### src/rtl/rx_frame_controller.sv
// rx_frame_controller: hunts for a HEADER word, collects FRAME_LEN payload words and
// presents them on a valid/ready handshake. Optional checksum word: RX_FRAME_CHECKSUM_EN.
module rx_frame_controller #(
  parameter int                N_BITS         = 8,
  parameter int                FRAME_LEN      = 4,
  parameter logic [N_BITS-1:0] HEADER         = 8'hAA,
  parameter int                TIMEOUT_CYCLES = 104166
) (
  input  logic                          clock,
  input  logic                          reset,
  input  logic                          rx_fim,
  input  logic [N_BITS-1:0]             rx_data,
  input  logic                          rx_parity_ok,
  input  logic                          frame_ready,
  output logic                          frame_valid,
  output logic [FRAME_LEN*N_BITS-1:0]   frame_data,
  output logic                          busy,
  output logic                          err_parity,
  output logic                          err_timeout,
  output logic                          err_overrun
`ifdef RX_FRAME_CHECKSUM_EN
  ,
  output logic                          err_checksum
`endif
);

  // state   | meaning
  // IDLE    | hunting for HEADER, other words dropped
  // COLLECT | storing payload (then checksum) words, inter-word timer running
  // HOLD    | frame_valid high, frame_data frozen until frame_ready

  localparam int TMR_W = (TIMEOUT_CYCLES > 2) ? $clog2(TIMEOUT_CYCLES) : 1;
  localparam logic [TMR_W-1:0] TMR_LOAD = TMR_W'(TIMEOUT_CYCLES - 1);
  localparam int CNT_W = (FRAME_LEN > 1) ? $clog2(FRAME_LEN + 1) : 1;
  localparam logic [CNT_W-1:0] LAST_IDX = CNT_W'(FRAME_LEN - 1);
`ifdef RX_FRAME_CHECKSUM_EN
  localparam logic [CNT_W-1:0] CSUM_IDX = CNT_W'(FRAME_LEN);
`endif

  typedef enum logic [1:0] {
    IDLE    = 2'd0,
    COLLECT = 2'd1,
    HOLD    = 2'd2
  } state_t;

  state_t            state_q;
  state_t            state_d;
  logic [CNT_W-1:0]  cnt_q;
  logic [TMR_W-1:0]  tmr_q;

  logic              word_ok;
  logic              word_bad;
  logic              is_header;
  logic              tmr_done;
  logic              start_frame;
  logic              store_word;
  logic              evt_parity;
  logic              evt_timeout;
  logic              evt_overrun;
`ifdef RX_FRAME_CHECKSUM_EN
  logic [N_BITS-1:0] csum_q;
  logic              evt_checksum;
`endif

  assign word_ok   = rx_fim & rx_parity_ok;
  assign word_bad  = rx_fim & ~rx_parity_ok;
  assign is_header = (rx_data == HEADER);
  // Down-counter reaches zero on the TIMEOUT_CYCLES-th word-free cycle.
  assign tmr_done  = (tmr_q == '0);

  always_ff @(posedge clock or negedge reset) begin
    if (!reset) begin
      state_q <= IDLE;
    end else begin
      state_q <= state_d;
    end
  end

  always_comb begin
    state_d     = state_q;
    start_frame = 1'b0;
    store_word  = 1'b0;
    evt_parity  = 1'b0;
    evt_timeout = 1'b0;
    evt_overrun = 1'b0;
`ifdef RX_FRAME_CHECKSUM_EN
    evt_checksum = 1'b0;
`endif
    case (state_q)
      IDLE: begin
        if (word_ok && is_header) begin
          state_d     = COLLECT;
          start_frame = 1'b1;
        end else if (word_bad) begin
          evt_parity = 1'b1;
        end
      end
      COLLECT: begin
        if (word_bad) begin
          evt_parity = 1'b1;
          state_d    = IDLE;
        end else if (word_ok) begin
`ifdef RX_FRAME_CHECKSUM_EN
          if (cnt_q == CSUM_IDX) begin
            if (rx_data == csum_q) begin
              state_d = HOLD;
            end else begin
              evt_checksum = 1'b1;
              state_d      = IDLE;
            end
          end else begin
            store_word = 1'b1;
          end
`else
          store_word = 1'b1;
          if (cnt_q == LAST_IDX) begin
            state_d = HOLD;
          end
`endif
        end else if (tmr_done) begin
          evt_timeout = 1'b1;
          state_d     = IDLE;
        end
      end
      HOLD: begin
        // A word arriving with the transfer is judged as if already in IDLE.
        if (frame_ready) begin
          state_d = IDLE;
          if (word_ok && is_header) begin
            state_d     = COLLECT;
            start_frame = 1'b1;
          end else if (word_bad) begin
            evt_parity = 1'b1;
          end
        end else if (rx_fim) begin
          evt_overrun = 1'b1;
        end
      end
      default: state_d = IDLE;
    endcase
  end

  always_comb begin
    frame_valid = (state_q == HOLD);
    busy        = (state_q != IDLE);
  end

  always_ff @(posedge clock or negedge reset) begin
    if (!reset) begin
      err_parity  <= 1'b0;
      err_timeout <= 1'b0;
      err_overrun <= 1'b0;
`ifdef RX_FRAME_CHECKSUM_EN
      err_checksum <= 1'b0;
`endif
    end else begin
      err_parity  <= evt_parity;
      err_timeout <= evt_timeout;
      err_overrun <= evt_overrun;
`ifdef RX_FRAME_CHECKSUM_EN
      err_checksum <= evt_checksum;
`endif
    end
  end

  always_ff @(posedge clock or negedge reset) begin
    if (!reset) begin
      cnt_q      <= '0;
      tmr_q      <= '0;
      frame_data <= '0;
`ifdef RX_FRAME_CHECKSUM_EN
      csum_q     <= '0;
`endif
    end else if (start_frame) begin
      cnt_q  <= '0;
      tmr_q  <= TMR_LOAD;
`ifdef RX_FRAME_CHECKSUM_EN
      csum_q <= '0;
`endif
    end else if (state_q == COLLECT) begin
      if (rx_fim) begin
        tmr_q <= TMR_LOAD;
      end else if (!tmr_done) begin
        tmr_q <= tmr_q - TMR_W'(1);
      end
      if (store_word) begin
        cnt_q <= cnt_q + CNT_W'(1);
`ifdef RX_FRAME_CHECKSUM_EN
        csum_q <= csum_q ^ rx_data;
`endif
        for (int i = 0; i < FRAME_LEN; i++) begin
          if (cnt_q == CNT_W'(i)) begin
            frame_data[i*N_BITS +: N_BITS] <= rx_data;
          end
        end
      end
    end
  end

endmodule

### config.mk
export PLATFORM = sky130hd
export DESIGN_NAME = rx_frame_controller
export DESIGN_NICKNAME = d
export VERILOG_FILES = /design/src/rtl/rx_frame_controller.sv
export SDC_FILE = /design/constraint.sdc
export NUM_CORES = 1
export LEC_CHECK = 0
export BUFFER_PORTS_ARGS = -buffer_cell sky130_fd_sc_hd__buf_2
export CORE_ASPECT_RATIO = 1.5
export CORE_UTILIZATION = 60
export DETAILED_ROUTE_END_ITERATION = 10
export PLACE_DENSITY = 0.85
export SETUP_SLACK_MARGIN = 0.4
export SYNTH_ARGS = -nofsm -noshare
export SYNTH_HDL_FRONTEND = slang
export SYNTH_SLANG_ARGS = --single-unit
### constraint.sdc
create_clock -name clock -period 4.6 [get_ports clock]
set_clock_uncertainty 0.2 [all_clocks]
set_input_delay 1.15 -clock clock [delete_from_list [all_inputs] [get_ports clock]]
set_output_delay 1.15 -clock clock [all_outputs]
set_load 0.05 [all_outputs]
==> flow_summary.ini, run 1 <==
[detailed_routing]
wl_met2_um = 3453
vias = 2189
routedWlPerCell_um = 18.29
drtIter0Drc = 138
firstDrtPassIters = 10
ant_nets = 0
drc = 8
met3WireLength_um = 380
wl_um = 6494
wl_met1_um = 2491
viasPerCell = 6.166
top_layer = met4

[logic_synthesis]
ys_ff_latch = 57
synthTopCellsByArea = dfrtp_1, mux2_2, ha_1
synth_edf_count = 0
ys_async_sr_fraction_pct = 100.0
syn_area_per_cell_um2 = 12.08
yosysWarnings = 0
synth_nets = 253
synth_cell_types = 59
netlist_top_cells_count = dfrtp_1, mux2_2, inv_1
syn-instance-count = 234
synth_area_leader_cell = dfrtp_1
ys_seq_area_share_pct = 50.46
yosysMostFrequentCell = dfrtp_1
syn_area_mm2 = 0.002826
synth_ff_type = dfrtp_1
synth_top_area_share_pct = 50.46

[layout]
fillers = 298
fin_util_pct = 74.21
layout-drive-gt1-share_pct = 40.89
multiInputGateArea_mm2 = 0.001296
seq_area_mm2 = 0.001426
final_cells = 355
antenna_cells = 0
fin_area_mm2 = 0.003371
area_growth_pct = 19.26
finish.net_count = 305

[critical_path]
crit_required_ps = 3250
start_kind = flop
path_buf_inv = 1
end_kind = output pin
path_delay_family = flip-flops
path_cells = nor2b_1 -> buf_2
worstPathArrival_ps = 1410
crit_fanout = 11
slowest_stage = dfrtp_1
crit_type = reg -> out
slowest_delay_ps = 520

[global_route]
antenna_found_initial = 0
grt_pass1_wl_um = 10610
grt_max_degree = 51
gr-total-overflow = 0
grt_pass1_vias = 2219
grtUsageTotal_pct = 28.36

[sta]
report.final.slew_viol_count = 0
rsz0062_at_grt = no
tightest_slew_ps = 677.4
slew_headroom_pct = 54.50
min_period_ps = 2760
hold_viol_final = 0
setup_ws_ps = 1840
finalSetupViolations = 0
finalSetupTns_ps = 0
finalCritPeriodShare_pct = 59.99
fmax_mhz = 362.4

[flow_run]
drv_cap = 0

[power_and_ir_drop]
peakVddDrop_uv = 224.3
power_density_mw_per_mm2 = 343.4
power_leakage_nw = 1.711
pwr-share-seq_pct = 43.9
power.switching_mw = 0.2345
combPwrFrac_pct = 4.0
p_int_mw = 0.9229
swShare_pct = 20.26
clkPwrFrac_pct = 52.1

[clock_network]
numCtsBuffers = 9
cts_tree = yes
postCtsResizedCells = 0
path_clk_slew_ps = 60
cts_root_buf = clkbuf_8
clock_sinks = 57
htree_levels = 3
postCtsSetupBuffers = 0
cts_buffer_depth = 2
clkLatencyLatePin_ps = 330
hold_buffers = 0

[floorplanning]
die_h_um = 86.06
coreArea_mm2 = 0.004542
die_w_um = 58.04
fp-row-count = 30
initial_core_util_pct = 62.23
top_level_ports = 50
dieArea_mm2 = 0.004995

[placement]
gp_congestion = 0.9830
dp_slack_ps = 1559
dp_hpwl_um = 4565
place_area_mm2 = 0.003108
portBuffers = 49
dpl.cell_count = 339

[run_status]
violations = DRC
outcome = finished, violations left

[min_path]
hp-class = reg -> reg
[cell families after synthesis]
group	count (synthesis)	synth area share (%)
mux	34	13.50
fa+ha+maj	6	2.656
simple gates	63	15.76
buf+inv	23	3.674
compound gates	51	13.94
flops	57	50.46
[power by group through the flow]
stage | registers [mW] | clock network, mW | logic [mW]
detailed placement | 0.517 | 0 | 0.0461
global route | 0.508 | 0.627 | 0.0520
floorplan | 0.518 | 0 | 0.0196
finish | 0.508 | 0.603 | 0.0465
global placement | 0.517 | 0 | 0.0451
CTS | 0.508 | 0.607 | 0.0464
[sequential cells by signal, indices dropped and copies added, names as in the netlist]
register / count
err_overrun: 1
err_timeout: 1
frame_data: 32
err_parity: 1
state_q: 2
cnt_q: 3
tmr_q: 17
[final timing paths]
path / start / end / slack [ps] / cells after the start
worst min register to register: frame_data[4] / frame_data[4] / 300 / 1
min in group asynchronous: reset / frame_data[6] / 430 / 1
worst min-delay path: frame_data[4] / frame_data[4] / 300 / 1
worst max register to register: tmr_q[0] / tmr_q[7] / 2220 / 6
worst max-delay path: state_q[1] / frame_valid / 1840 / 2
max in group asynchronous: reset / tmr_q[8] / 2920 / 2
[metal layers]
| layer | global-route usage [%] | vias to the layer above |
|---|---|---|
| li1 | - | 1006 |
| met1 | 32.60 | 1072 |
| met2 | 50.37 | 94 |
| met3 | 6.033 | 17 |
| met4 | 11.26 | 0 |
| met5 | 0 | - |
[stage by stage]
| stage | hold WS (ps) | power (mW) |
|---|---|---|
| finish | 302.3 | 1.157 |
| global route | 309.7 | 1.187 |
| CTS | 304.1 | 1.162 |
| detailed placement | 290.1 | 0.5631 |
| global placement | 283.9 | 0.5619 |
| floorplan | 278.1 | 0.5376 |
[layout by cell type (no fill, tap or decap), types with 6 or more instances in the layout]
cell and n:
nor2_1 6, dfrtp_1 57, nand4_1 6, nand3_1 7, o21ai_0 7, a21oi_1 6, inv_1 14, buf_2 49
nor3_1 8, ha_1 6, clkbuf_8 12, mux2_2 33
[layout make-up]
class	instances	share of cell area, %
multi-input cells	154	38.46
clock buffers	12	4.900
flip-flops and latches	57	42.32
repair buffers	50	7.498
well taps	64	2.376
clock inverters	4	2.895
inverters	14	1.559
Note: power is estimated with default switching activity, not from simulation.
==> inputs of run 2 (changes only) <==
ABC_AREA = 1   (was default)
CORE_UTILIZATION = 55   (was 60)
PLACE_DENSITY = 0.79   (was 0.85)
clock period = 2.76 ns   (was 4.6 ns; I/O delays follow)
==> flow_summary.ini, run 2 <==
[floorplanning]
coreArea_mm2 = 0.004887
fp-row-count = 31
die_h_um = 89.78
initial_core_util_pct = 57.81
top_level_ports = 50
dieArea_mm2 = 0.005433
die_w_um = 60.52

[critical_path]
worstPathArrival_ps = 1170
slowest_delay_ps = 400
path_delay_family = flip-flops
crit_type = reg -> out
crit_required_ps = 1870
path_buf_inv = 2
end_kind = output pin
rr_startpoint = tmr_q[0]
crit_fanout = 3
crit_start = state_q[1]
ff2ff_path_depth = 9
start_kind = flop
slowest_stage = dfrtp_1
cp_num_cells = 3
path_cells = inv_2 -> nor2_1 -> buf_2

[power_and_ir_drop]
power_density_mw_per_mm2 = 1239
peakVddDrop_uv = 586.4
power_leakage_nw = 1.777

[run_status]
outcome = finished clean

[sta]
finalSetupViolations = 0
tightest_slew_ps = 527.5
report.final.slew_viol_count = 0
rsz0062_at_grt = no
slew_headroom_pct = 64.83
finalSetupTns_ps = 0
min_period_ps = 2062
fmax_mhz = 485.0
finalCritPeriodShare_pct = 74.70
hold_viol_final = 0

[logic_synthesis]
yosysMostFrequentCell = nand2_1
syn_area_per_cell_um2 = 8.334
muxShareOfSynthArea_pct = 0
syn_area_mm2 = 0.002825
synth_edf_count = 0
ys_ff_latch = 57
syn-instance-count = 339
ys_async_sr_fraction_pct = 100.0
synth_top_family_by_area = simple AND/OR/NAND/NOR gates
synth_area_leader_cell = dfrtp_1
synth_nets = 358
ys_seq_area_share_pct = 50.49
netlist_top_cells_count = nand2_1, dfrtp_1, o21ai_1
synth_simple_gate_area_share_pct = 29.14
synth_ff_type = dfrtp_1
yosysWarnings = 0
synthTopCellsByArea = dfrtp_1, nand2_1, o21ai_1
synth_adder_area_share_pct = 2.657
synth_cell_types = 27
yosys.area_share.xor_xnor_pct = 1.550
synth_top_area_share_pct = 50.49
synth-compound-area-share_pct = 9.389

[global_route]
grt_max_degree = 35
grt_pass1_vias = 2339
antenna_found_initial = 0
grtUsageTotal_pct = 24.83
grt_pass1_wl_um = 10130
gr-total-overflow = 0

[layout]
final_common_cell = nand2_1
largestRegisters = frame_data x32, tmr_q x17, cnt_q x3
layout-drive-gt1-share_pct = 22.56
largest_reg_flops = 32
area_growth_pct = 18.60
antenna_cells = 0
final_cell_mix = nand2_1, dfrtp_1, buf_2
regMostFlops = frame_data
fin_util_pct = 68.56
finish.net_count = 413

[placement]
portBuffers = 49
gp_congestion = 0.9338
dp_hpwl_um = 4412

[clock_network]
clock_sinks = 57
cts_root_buf = clkbuf_8
cts_buffer_depth = 2
numCtsBuffers = 9
postCtsResizedCells = 0
cts_tree = yes
htree_levels = 3
hold_buffers = 0
path_clk_slew_ps = 70
clkLatencyLatePin_ps = 330
postCtsSetupBuffers = 0

[detailed_routing]
wl_um = 5903
vias = 2364
drc = 0
ant_nets = 0
drtIter0Drc = 123
routedWlPerCell_um = 12.69
firstDrtPassIters = 4
viasPerCell = 5.084

[min_path]
hp-class = in -> async

[flow_run]
drv_cap = 0
-- run 2: cell types whose count changed after synthesis, moves of 6 or more --
cell,previous run,this run
nand3_1,7,23
nor2_1,6,31
o21ai_1,1,36
nand2_1,5,97
mux2_2,33,0
inv_1,14,31
nand4_1,6,0
nor3_1,8,2
-- run 2: area by class of cell --
class                           count  area [um^2]
Clock buffer                       11        141.4
Clock inverter                      5        78.83
Fill cell                         393         1536
Inverter                           37        141.4
Multi-Input combinational cell    238         1207
Sequential cell                    57         1426
Tap cell                           66        82.58
Timing Repair Buffer               51        272.8
-- run 2: per-layer routing --
layer | part of all wire [%] | track usage, % | up-vias
li1 | - | - | 1201
met1 | 41 | 27.57 | 1099
met2 | 53 | 42.67 | 55
met3 | 3.9 | 5.612 | 9
met4 | 1.7 | 12.12 | 0
met5 | 0 | 0 | -
-- run 2: cell families after synthesis --
group           Yosys count
simple gates            174
compound gates           53
flops                    57
xor+xnor                  5
buf+inv                  44
fa+ha+maj                 6
-- run 2: final timing paths --
| path | slack, ps | end |
|---|---|---|
| worst max-delay path | 700 | frame_valid |
| worst min-delay path | 130 | frame_data[0] |
| worst max register to register | 840 | state_q[0] |
| worst min register to register | 270 | err_timeout |
| max in group asynchronous | 1660 | frame_data[30] |
| min in group clock | 270 | err_timeout |
-- run 2: per-stage QoR --
stage	setup slack [ps]	power (mW)	hold WS, ps	cells	area, um^2
floorplan	779.1	2.893	194.4	339	2825
global placement	564.9	3.263	262.3	449	3131
detailed placement	525.9	3.315	249.1	449	3131
CTS	689.3	4.184	138.1	465	3351
global route	607.3	4.450	156.4	465	3351
finish	698.2	4.150	126.1	465	3351
-- run 2: worst register-to-register path, cell delays in order (launching register included) --
cell and delay, ps:
dfrtp_1 380, inv_1 90, ha_1 290, nand2_4 130
nor2_8 180, nand3_1 90, nand2_1 260, nand2_1 90
nand2_1 60, nand2_1 50
-- run 2: report_power, final --
group          internal (mW)  switching, mW  total (mW)
clock network          0.531          0.328       0.860
registers               1.15          0.237        1.38
logic                  0.481           1.43        1.91
